### src/rtl/cache_pkg.sv
// -----------------------------------------------------------------------------
// cache_pkg
// Shared definitions for the set-associative cache blocks.
//   CACHE_WAYS / CACHE_SETS : default associativity and set count
//   PLRU_BITS               : tree pseudo-LRU bits per set (ways - 1)
//   set_idx_w()             : width of a set index for a given set count
//   plru_vec_t              : per-set PLRU vector for the default geometry
// -----------------------------------------------------------------------------
package cache_pkg;
    localparam int CACHE_WAYS = 4;
    localparam int CACHE_SETS = 64;
    localparam int PLRU_BITS  = CACHE_WAYS - 1;

    // Never returns zero so a degenerate one-set cache still gets a legal port.
    function automatic int set_idx_w(input int sets);
        return (sets > 1) ? $clog2(sets) : 1;
    endfunction

    typedef logic [PLRU_BITS-1:0] plru_vec_t;
endpackage

### src/rtl/cache_plru_tree.sv
// -----------------------------------------------------------------------------
// cache_plru_tree
// Purely combinational tree pseudo-LRU evaluator for a single set.
//   plru_i      : the set's PLRU vector, heap order (node n -> children 2n+1, 2n+2)
//   valid_i     : per-way valid bits; any invalid way wins over the tree
//   access_oh_i : one-hot accessed way (all-zero means no access)
//   victim_oh_o : one-hot victim way
//   plru_next_o : vector after the access has been applied
// Node bit 0 points at the left (lower-index) subtree, 1 at the right one.
// -----------------------------------------------------------------------------
module cache_plru_tree
    import cache_pkg::*;
#(
    parameter int WAYS = CACHE_WAYS
) (
    input  logic [WAYS-2:0] plru_i,
    input  logic [WAYS-1:0] valid_i,
    input  logic [WAYS-1:0] access_oh_i,
    output logic [WAYS-1:0] victim_oh_o,
    output logic [WAYS-2:0] plru_next_o
);
    localparam int LVLS = $clog2(WAYS);

    logic [WAYS-1:0] tree_oh;
    logic [WAYS-1:0] inv_oh;

    genvar gi, gl, gk;

    // A leaf is the tree victim when every node on its root path points toward it.
    generate
        for (gi = 0; gi < WAYS; gi++) begin : g_leaf
            logic [LVLS-1:0] lvl_match;
            for (gl = 0; gl < LVLS; gl++) begin : g_lvl
                localparam int NODE = (1 << gl) - 1 + (gi >> (LVLS - gl));
                localparam bit DIR  = ((gi >> (LVLS - 1 - gl)) & 1) != 0;
                assign lvl_match[gl] = (plru_i[NODE] == DIR);
            end
            assign tree_oh[gi] = &lvl_match;
        end
    endgenerate

    // Each node covers a contiguous block of ways; an access in its left half
    // points it right and vice versa. Nodes not covering the access keep their bit.
    generate
        for (gl = 0; gl < LVLS; gl++) begin : g_node_lvl
            for (gk = 0; gk < (1 << gl); gk++) begin : g_node
                localparam int NODE = (1 << gl) - 1 + gk;
                localparam int HALF = WAYS >> (gl + 1);
                localparam int BASE = gk * (WAYS >> gl);
                logic left_hit;
                logic right_hit;
                assign left_hit  = |access_oh_i[BASE +: HALF];
                assign right_hit = |access_oh_i[BASE + HALF +: HALF];
                assign plru_next_o[NODE] = left_hit  ? 1'b1 :
                                           right_hit ? 1'b0 : plru_i[NODE];
            end
        end
    endgenerate

    // Lowest-index invalid way: scan downward so the lowest one overwrites last.
    always_comb begin
        inv_oh = '0;
        for (int w = WAYS - 1; w >= 0; w--) begin
            if (!valid_i[w]) begin
                inv_oh    = '0;
                inv_oh[w] = 1'b1;
            end
        end
    end

    assign victim_oh_o = (&valid_i) ? tree_oh : inv_oh;
endmodule

### src/rtl/cache_plru_repl.sv
// -----------------------------------------------------------------------------
// cache_plru_repl
// Per-set tree pseudo-LRU replacement unit with a registered one-hot victim.
//   clk_i, rst_i        : clock, synchronous active-high reset
//   lookup_vld_i/set_i  : victim request and its set
//   lookup_valid_i      : valid bits of the requested set (same cycle)
//   access_vld_i/set_i  : hit or fill report and its set
//   access_way_oh_i     : one-hot accessed way (zero = ignored)
//   victim_vld_o        : one-cycle pulse, the cycle after lookup_vld_i
//   victim_oh_o         : one-hot victim, holds while victim_vld_o is low
// Optional feature: CACHE_PLRU_BYPASS_EN forwards a same-cycle, same-set access
// update into the lookup; without it the lookup sees the pre-update tree.
// -----------------------------------------------------------------------------
module cache_plru_repl
    import cache_pkg::*;
#(
    parameter int WAYS = CACHE_WAYS,
    parameter int SETS = CACHE_SETS
) (
    input  logic                        clk_i,
    input  logic                        rst_i,
    input  logic                        lookup_vld_i,
    input  logic [set_idx_w(SETS)-1:0]  lookup_set_i,
    input  logic [WAYS-1:0]             lookup_valid_i,
    input  logic                        access_vld_i,
    input  logic [set_idx_w(SETS)-1:0]  access_set_i,
    input  logic [WAYS-1:0]             access_way_oh_i,
    output logic                        victim_vld_o,
    output logic [WAYS-1:0]             victim_oh_o
);
    localparam int PB = WAYS - 1;

    logic [PB-1:0]   plru_reg [SETS];
    logic            victim_vld_reg;
    logic [WAYS-1:0] victim_oh_reg;

    logic [PB-1:0]   upd_cur;
    logic [PB-1:0]   upd_next;
    logic [PB-1:0]   lkp_vec;
    logic [WAYS-1:0] lkp_victim;
    logic [WAYS-1:0] upd_victim_unused;
    logic [PB-1:0]   lkp_next_unused;

    assign upd_cur = plru_reg[access_set_i];

`ifdef CACHE_PLRU_BYPASS_EN
    // A zero access mask leaves upd_next equal to the stored vector, so no
    // extra qualification is needed on the forward.
    assign lkp_vec = (access_vld_i && (access_set_i == lookup_set_i)) ?
                     upd_next : plru_reg[lookup_set_i];
`else
    assign lkp_vec = plru_reg[lookup_set_i];
`endif

    // Update path: only the next-vector output matters here.
    cache_plru_tree #(.WAYS(WAYS)) u_tree_upd (
        .plru_i      (upd_cur),
        .valid_i     ({WAYS{1'b1}}),
        .access_oh_i (access_way_oh_i),
        .victim_oh_o (upd_victim_unused),
        .plru_next_o (upd_next)
    );

    // Lookup path: only the victim output matters here.
    cache_plru_tree #(.WAYS(WAYS)) u_tree_lkp (
        .plru_i      (lkp_vec),
        .valid_i     (lookup_valid_i),
        .access_oh_i ({WAYS{1'b0}}),
        .victim_oh_o (lkp_victim),
        .plru_next_o (lkp_next_unused)
    );

    always_ff @(posedge clk_i) begin
        if (rst_i) begin
            for (int s = 0; s < SETS; s++) begin
                plru_reg[s] <= '0;
            end
            victim_vld_reg <= 1'b0;
            victim_oh_reg  <= '0;
        end else begin
            if (access_vld_i && (access_way_oh_i != '0)) begin
                plru_reg[access_set_i] <= upd_next;
            end
            victim_vld_reg <= lookup_vld_i;
            if (lookup_vld_i) begin
                victim_oh_reg <= lkp_victim;
            end
        end
    end

    // A multi-hot access would corrupt several subtrees at once.
    always_ff @(posedge clk_i) begin
        if (!rst_i && access_vld_i) begin
            assert ($onehot0(access_way_oh_i));
        end
    end

    assign victim_vld_o = victim_vld_reg;
    assign victim_oh_o  = victim_oh_reg;
endmodule

### config.mk
export PLATFORM = sky130hd
export DESIGN_NAME = cache_plru_repl
export DESIGN_NICKNAME = d
export VERILOG_FILES = /design/src/rtl/cache_pkg.sv /design/src/rtl/cache_plru_tree.sv /design/src/rtl/cache_plru_repl.sv
export SDC_FILE = /design/constraint.sdc
export NUM_CORES = 1
export LEC_CHECK = 0
export ABC_CLOCK_PERIOD_IN_PS = 2800
export CAP_MARGIN = 20
export CORE_MARGIN = 4
export CORE_UTILIZATION = 35
export DETAILED_ROUTE_END_ITERATION = 6
export DONT_BUFFER_PORTS = 1
export GPL_TIMING_DRIVEN = 0
export PLACE_DENSITY = 0.57
export REMOVE_ABC_BUFFERS = 1
export SYNTH_ARGS = -nofsm -noshare
export SYNTH_HDL_FRONTEND = slang
export SYNTH_SLANG_ARGS = --single-unit
### constraint.sdc
create_clock -name clk_i -period 2.8 [get_ports clk_i]
set_clock_uncertainty 0.05 [all_clocks]
set_input_delay 0.28 -clock clk_i [delete_from_list [all_inputs] [get_ports clk_i]]
set_output_delay 0.28 -clock clk_i [all_outputs]
set_load 0.1 [all_outputs]
After elaboration in Yosys (flattened, before gate mapping)
Memories as Yosys holds them, arrays and structs flattened.
Index checks and enable logic that the tools add are counted.
{"block": "op_classes", "n_addsub": 0, "multipliers": 0, "n_div": 0, "n_lt_le_gt_ge": 0, "n_eq_ne": 3, "n_shift": 0, "muxes": 19, "n_bitwise": 3, "n_reduce_logical": 13}
{"cell": "2-to-1 mux 4 bit", "n": 5}
{"cell": "AND reduction 2 bit", "n": 7}
{"cell": "2-to-1 mux 1 bit", "n": 11}
{"cell": "2-to-1 mux 3 bit", "n": 2}
{"cell": "2-to-1 mux 6 bit", "n": 1}
{"cell": "!= test 2 bit, second input constant", "n": 3}
{"cell": "AND reduction 4 bit", "n": 1}
{"cell": "nonzero test 4 bit", "n": 1}
{"cell": "OR reduction 2 bit", "n": 2}
{"cell": "NOT 1 bit", "n": 3}
{"cell": "OR reduction 3 bit", "n": 1}
{"cell": "logical AND 1 bit", "n": 1}
{"block": "totals", "register_bits": 5, "latchBits": 0, "ramBits": 192, "rom_bits": 0, "input_bits": 24, "output_inout_bits": 5, "memories": 1}
{"memory": "plru_reg", "depth": 64, "word_bits": 3, "read_ports": 1, "rd_clocked_by_memory_dff": 0, "wr": 64, "line": "cache_plru_repl.sv:33", "source": "logic [PB-1:0] plru_reg [SETS];"}

Depth between registers and ports, before layout
{"block": "depth", "depth_word": 8, "ltp_mapped": 10, "ltp_nobuf": 6}

Modules after synthesis
Synthesis repeated with hierarchy kept, for this count alone.
{"block": "unflattened", "hier_cells": 897, "area_unflattened_um2": 11108.2}
{"module": "cache_plru_repl", "n_inst": 1, "cells_per_inst": 863, "area_each_um2": 10890.4, "seq_area_each_um2": 5865.6}
{"module": "cache_plru_tree", "n_inst": 2, "cells_per_inst": 17, "area_each_um2": 108.9, "seq_area_each_um2": 0.0}

Worst setup path before layout
OpenSTA, ideal clock, no wires.
{"block": "synth_timing", "path_type": "input to register", "start": "in lookup_set_i[2]", "end": "reg victim_oh_reg[0] (netlist: victim_oh_o[0])", "setup_ns": 0.091, "arrival_time_ns": 2.176, "slack_ns": 0.483, "cell_stages": 7, "n_path_buf": 2, "path_cell_list": "buf_2 buf_2 mux4_2 a32oi_1 nand4_1 or3b_1 a311oi_1"}
{"block": "synth_between", "elab_chain_cells": 4, "elab_cells_between_ends": 5}
{"item": "from (decl)", "line": "cache_plru_repl.sv:23", "source": "input logic [set_idx_w(SETS)-1:0] lookup_set_i,"}
{"item": "memory read (64 x 3 bit) (*)"}
{"item": "NOT 1 bit", "line": "cache_plru_tree.sv:36", "source": "assign lvl_match[gl] = (plru_i[NODE] == DIR);"}
{"item": "AND reduction 2 bit (*)", "line": "cache_plru_tree.sv:38", "source": "assign tree_oh[gi] = &lvl_match;"}
{"item": "2-to-1 mux 4 bit (*)", "line": "cache_plru_tree.sv:71", "source": "assign victim_oh_o = (&valid_i) ? tree_oh : inv_oh;"}
{"item": "to (signal assigned)", "line": "cache_plru_repl.sv:86", "source": "victim_oh_reg <= lkp_victim;"}
{"item": "to (decl)", "line": "cache_plru_repl.sv:35", "source": "logic [WAYS-1:0] victim_oh_reg;"}
Every way passes the cells marked *; elsewhere a longest branch is shown, timed or not.
A chain may end at the register's enable or synchronous reset.

==> flow_metrics.env <==
export IMPL_status="completed"
export IMPL_ys_dominant_reg_cell="sky130_fd_sc_hd__edfxtp_1"
export IMPL_postLayoutCoreUtil_pct=39.0
export IMPL_num_nets_final=914
export IMPL_insertion_delay_ps=450
export IMPL_sequentialPowerShare_pct=53.7
export IMPL_drt_wl_total_um=29800
export IMPL_power_report_internal_total_uw=4890
export IMPL_initialDrtViolationCount=832
export IMPL_htree_levels=4
export IMPL_drt_antenna_violating_nets=0
export IMPL_power_dens_cells_mw_per_mm2=558
export IMPL_synthCells=936
export IMPL_buffer_ports_inserted=0
export IMPL_synth_top_area_cell="sky130_fd_sc_hd__edfxtp_1"
export IMPL_synth_area_top_cells="sky130_fd_sc_hd__edfxtp_1 55%, sky130_fd_sc_hd__mux4_2 8.5%, sky130_fd_sc_hd__nand2_1 3.8%"
export IMPL_cts_root_buf="sky130_fd_sc_hd__clkbuf_16"
export IMPL_die_height_um=182
export IMPL_dp_hpwl_um=17900
export IMPL_finalWorstPathRequiredPeriod_ps=2610
export IMPL_min_path_cells=2
export IMPL_max_vdd_ir_drop_uv=446
export IMPL_global_route_wire_length_before_repair_um=44900
export IMPL_slew_viol_final=0
export IMPL_worstMarginPinSlew_ps=1140
export IMPL_max_clock_path_buffers=2
export IMPL_total_global_routing_overflow=0
export IMPL_tritoncts="done"
export IMPL_rsz0062_at_grt="no"
export IMPL_power_switching_fraction_pct=24.4
export IMPL_final_common_cell="sky130_fd_sc_hd__edfxtp_1"
export IMPL_crit_arrival_ps=2680
export IMPL_switching_power_total_uw=1580
export IMPL_worst_r2r_cell_count=6
export IMPL_gr_usage_all_layers_pct=18.1
export IMPL_cts_reportedPaths_clkPinSlew_ps=70
export IMPL_post_synth_cell_area_avg_um2=11.3
export IMPL_grt_max_degree=87
export IMPL_clock_power_share_pct=37.2
export IMPL_post_dp_cell_area_mm2=0.0108
export IMPL_post_synth_instance_area_mm2=0.0106
export IMPL_synth_distinct_cells=54
export IMPL_routed_via_count=7287
export IMPL_first_global_vias=7205
export IMPL_global_route_usage_met2_pct=28.8
export IMPL_numClockSinks=197
export IMPL_hp_class="in2reg"
export IMPL_crit_path_max_fanout=86
export IMPL_floorplan_rows=63
export IMPL_drc=0
export IMPL_final_layout_size_suffix_gt1_share_pct=14.8
export IMPL_wirelength_per_cell_um=23.1
export IMPL_synth_edf_count=192
export IMPL_synth_yosys_warnings=0
export IMPL_grt_met1_usage_pct=24.7
export IMPL_worst_endpoint_required_ps=2870
export IMPL_cap_violations=0
export IMPL_setup_violations_final=0
export IMPL_detail_route_first_pass_iterations=5
export IMPL_synth_seq_cells=197
export IMPL_critPathLaunchType="input pin"
export IMPL_setup_tns_ps=0
export IMPL_routabilityCongestion=0.774
export IMPL_p_comb_share_pct=9.1
export IMPL_final_period_utilization_pct=93.2
export IMPL_n_antenna_cell=0
export IMPL_die_w_um=182
export IMPL_ys_seq_area_share_pct=55.6
export IMPL_drt_vias_per_instance=5.64
export IMPL_layout_cells_most_common_list="192 x sky130_fd_sc_hd__edfxtp_1, 105 x sky130_fd_sc_hd__nand2_1, 98 x sky130_fd_sc_hd__nor2_1"
export IMPL_achievable_frequency_mhz=383
export IMPL_leakage_uw=0.00405
export IMPL_floorplan_core_area_mm2=0.0297
export IMPL_antenna_found_initial=0
export IMPL_worst_slew_margin_rel_pct=23.5
export IMPL_busiest_layer="met2"
export IMPL_initial_utilization_pct=35.5
export IMPL_syn2layout_area_growth_pct=9.86
export IMPL_num_io_pins=29
export IMPL_timing_hold_violations_final=0
export IMPL_die_area_mm2=0.0330
export IMPL_setup_worst_path_class="in2reg"
export IMPL_timing_critical_path_to_type="flip-flop"
export IMPL_use_met3_pct=4.77
export IMPL_holdWs_ps=16.1
export IMPL_largest_register_ff_count=192
export IMPL_final_design_area_no_fill_mm2=0.0116
export IMPL_yosysTopAreaCellShare_pct=54.6
export IMPL_async_flop_share_pct=0
export IMPL_number_of_buffers_created_by_cts=17
export IMPL_post_cts_setup_buffers=0
[cell families after synthesis]
logic type      Yosys count  synth area share, %
mux                      58                 11.3
flops                   197                 55.6
buf+inv                 100                 4.01
simple gates            473                 23.1
compound gates          108                 5.95
[worst max-delay path, cell delays in order]
cell,delay (ps)
sky130_fd_sc_hd__inv_4,230
sky130_fd_sc_hd__buf_16,350
sky130_fd_sc_hd__o311ai_2,330
sky130_fd_sc_hd__buf_6,240
sky130_fd_sc_hd__nor4b_2,340
sky130_fd_sc_hd__nand2_1,460
sky130_fd_sc_hd__o21ai_0,360
[stage by stage]
step                      power [µW]  worst slack (ps)  std cells
after floorplan                 3890             -1750        842
after global placement          4070             -5400       1232
after detailed placement        4080              -527       1243
after CTS                       6490               115       1289
after global routing            6660              7.32       1293
final                           6470               192       1293
[timing repair]
| action | in CTS | in global routing |
|---|---|---|
| endpoints found under the setup margin | 14 | 12 |
| gates cloned | 0 | 0 |
| endpoints found under the hold margin | 53 | 2 |
| hold buffers | 14 | 2 |
| gates resized for setup | 2 | 2 |
[power groups by stage]
stage | registers (µW) | clock network [µW] | logic [µW]
3_3_place_gp | 3540 | 0 | 529
6_report | 3470 | 2410 | 588
3_5_place_dp | 3540 | 0 | 540
5_1_grt | 3480 | 2550 | 632
2_1_floorplan | 3510 | 0 | 385
4_1_cts | 3470 | 2430 | 582
[cell usage after synthesis (all sizes together), types with 5 or more instances]
cell    count
clkbuf     78
and2       48
nor3       28
nor2b      51
nand2     106
dfxtp       5
nor2      101
nand4       6
buf        16
inv         6
mux4       47
a21oi      23
mux2i      11
and3       63
nor4        7
or2        37
o21ai      59
edfxtp    192
[worst paths after layout]
check                                     start         endpoint  slack, ps
worst min register to register   plru_reg[6][0]   victim_oh_o[0]        920
worst max register to register  plru_reg[11][0]   victim_oh_o[0]        300
worst max-delay path                      rst_i  plru_reg[19][1]        190
worst min-delay path               lookup_vld_i   victim_oh_o[3]         20
[layout make-up]
type                    instances  area [µm²]
multi-input cells             639        4320
clock inverters                13         129
well taps                     390         488
fillers                      2830       18100
flip-flops and latches        197        5870
inverters                       6        25.0
repair buffers                 29         334
clock buffers                  19         433
[metal layers]
layer	part of all wire, %	wire [µm]	up-vias
met1	43	12900	3668
met4	1.8	546	0
li1	-	-	3312
met3	8.1	2410	39
met5	0	0	-
met2	47	14000	268
No activity file was read; power rests on OpenSTA's default activity.
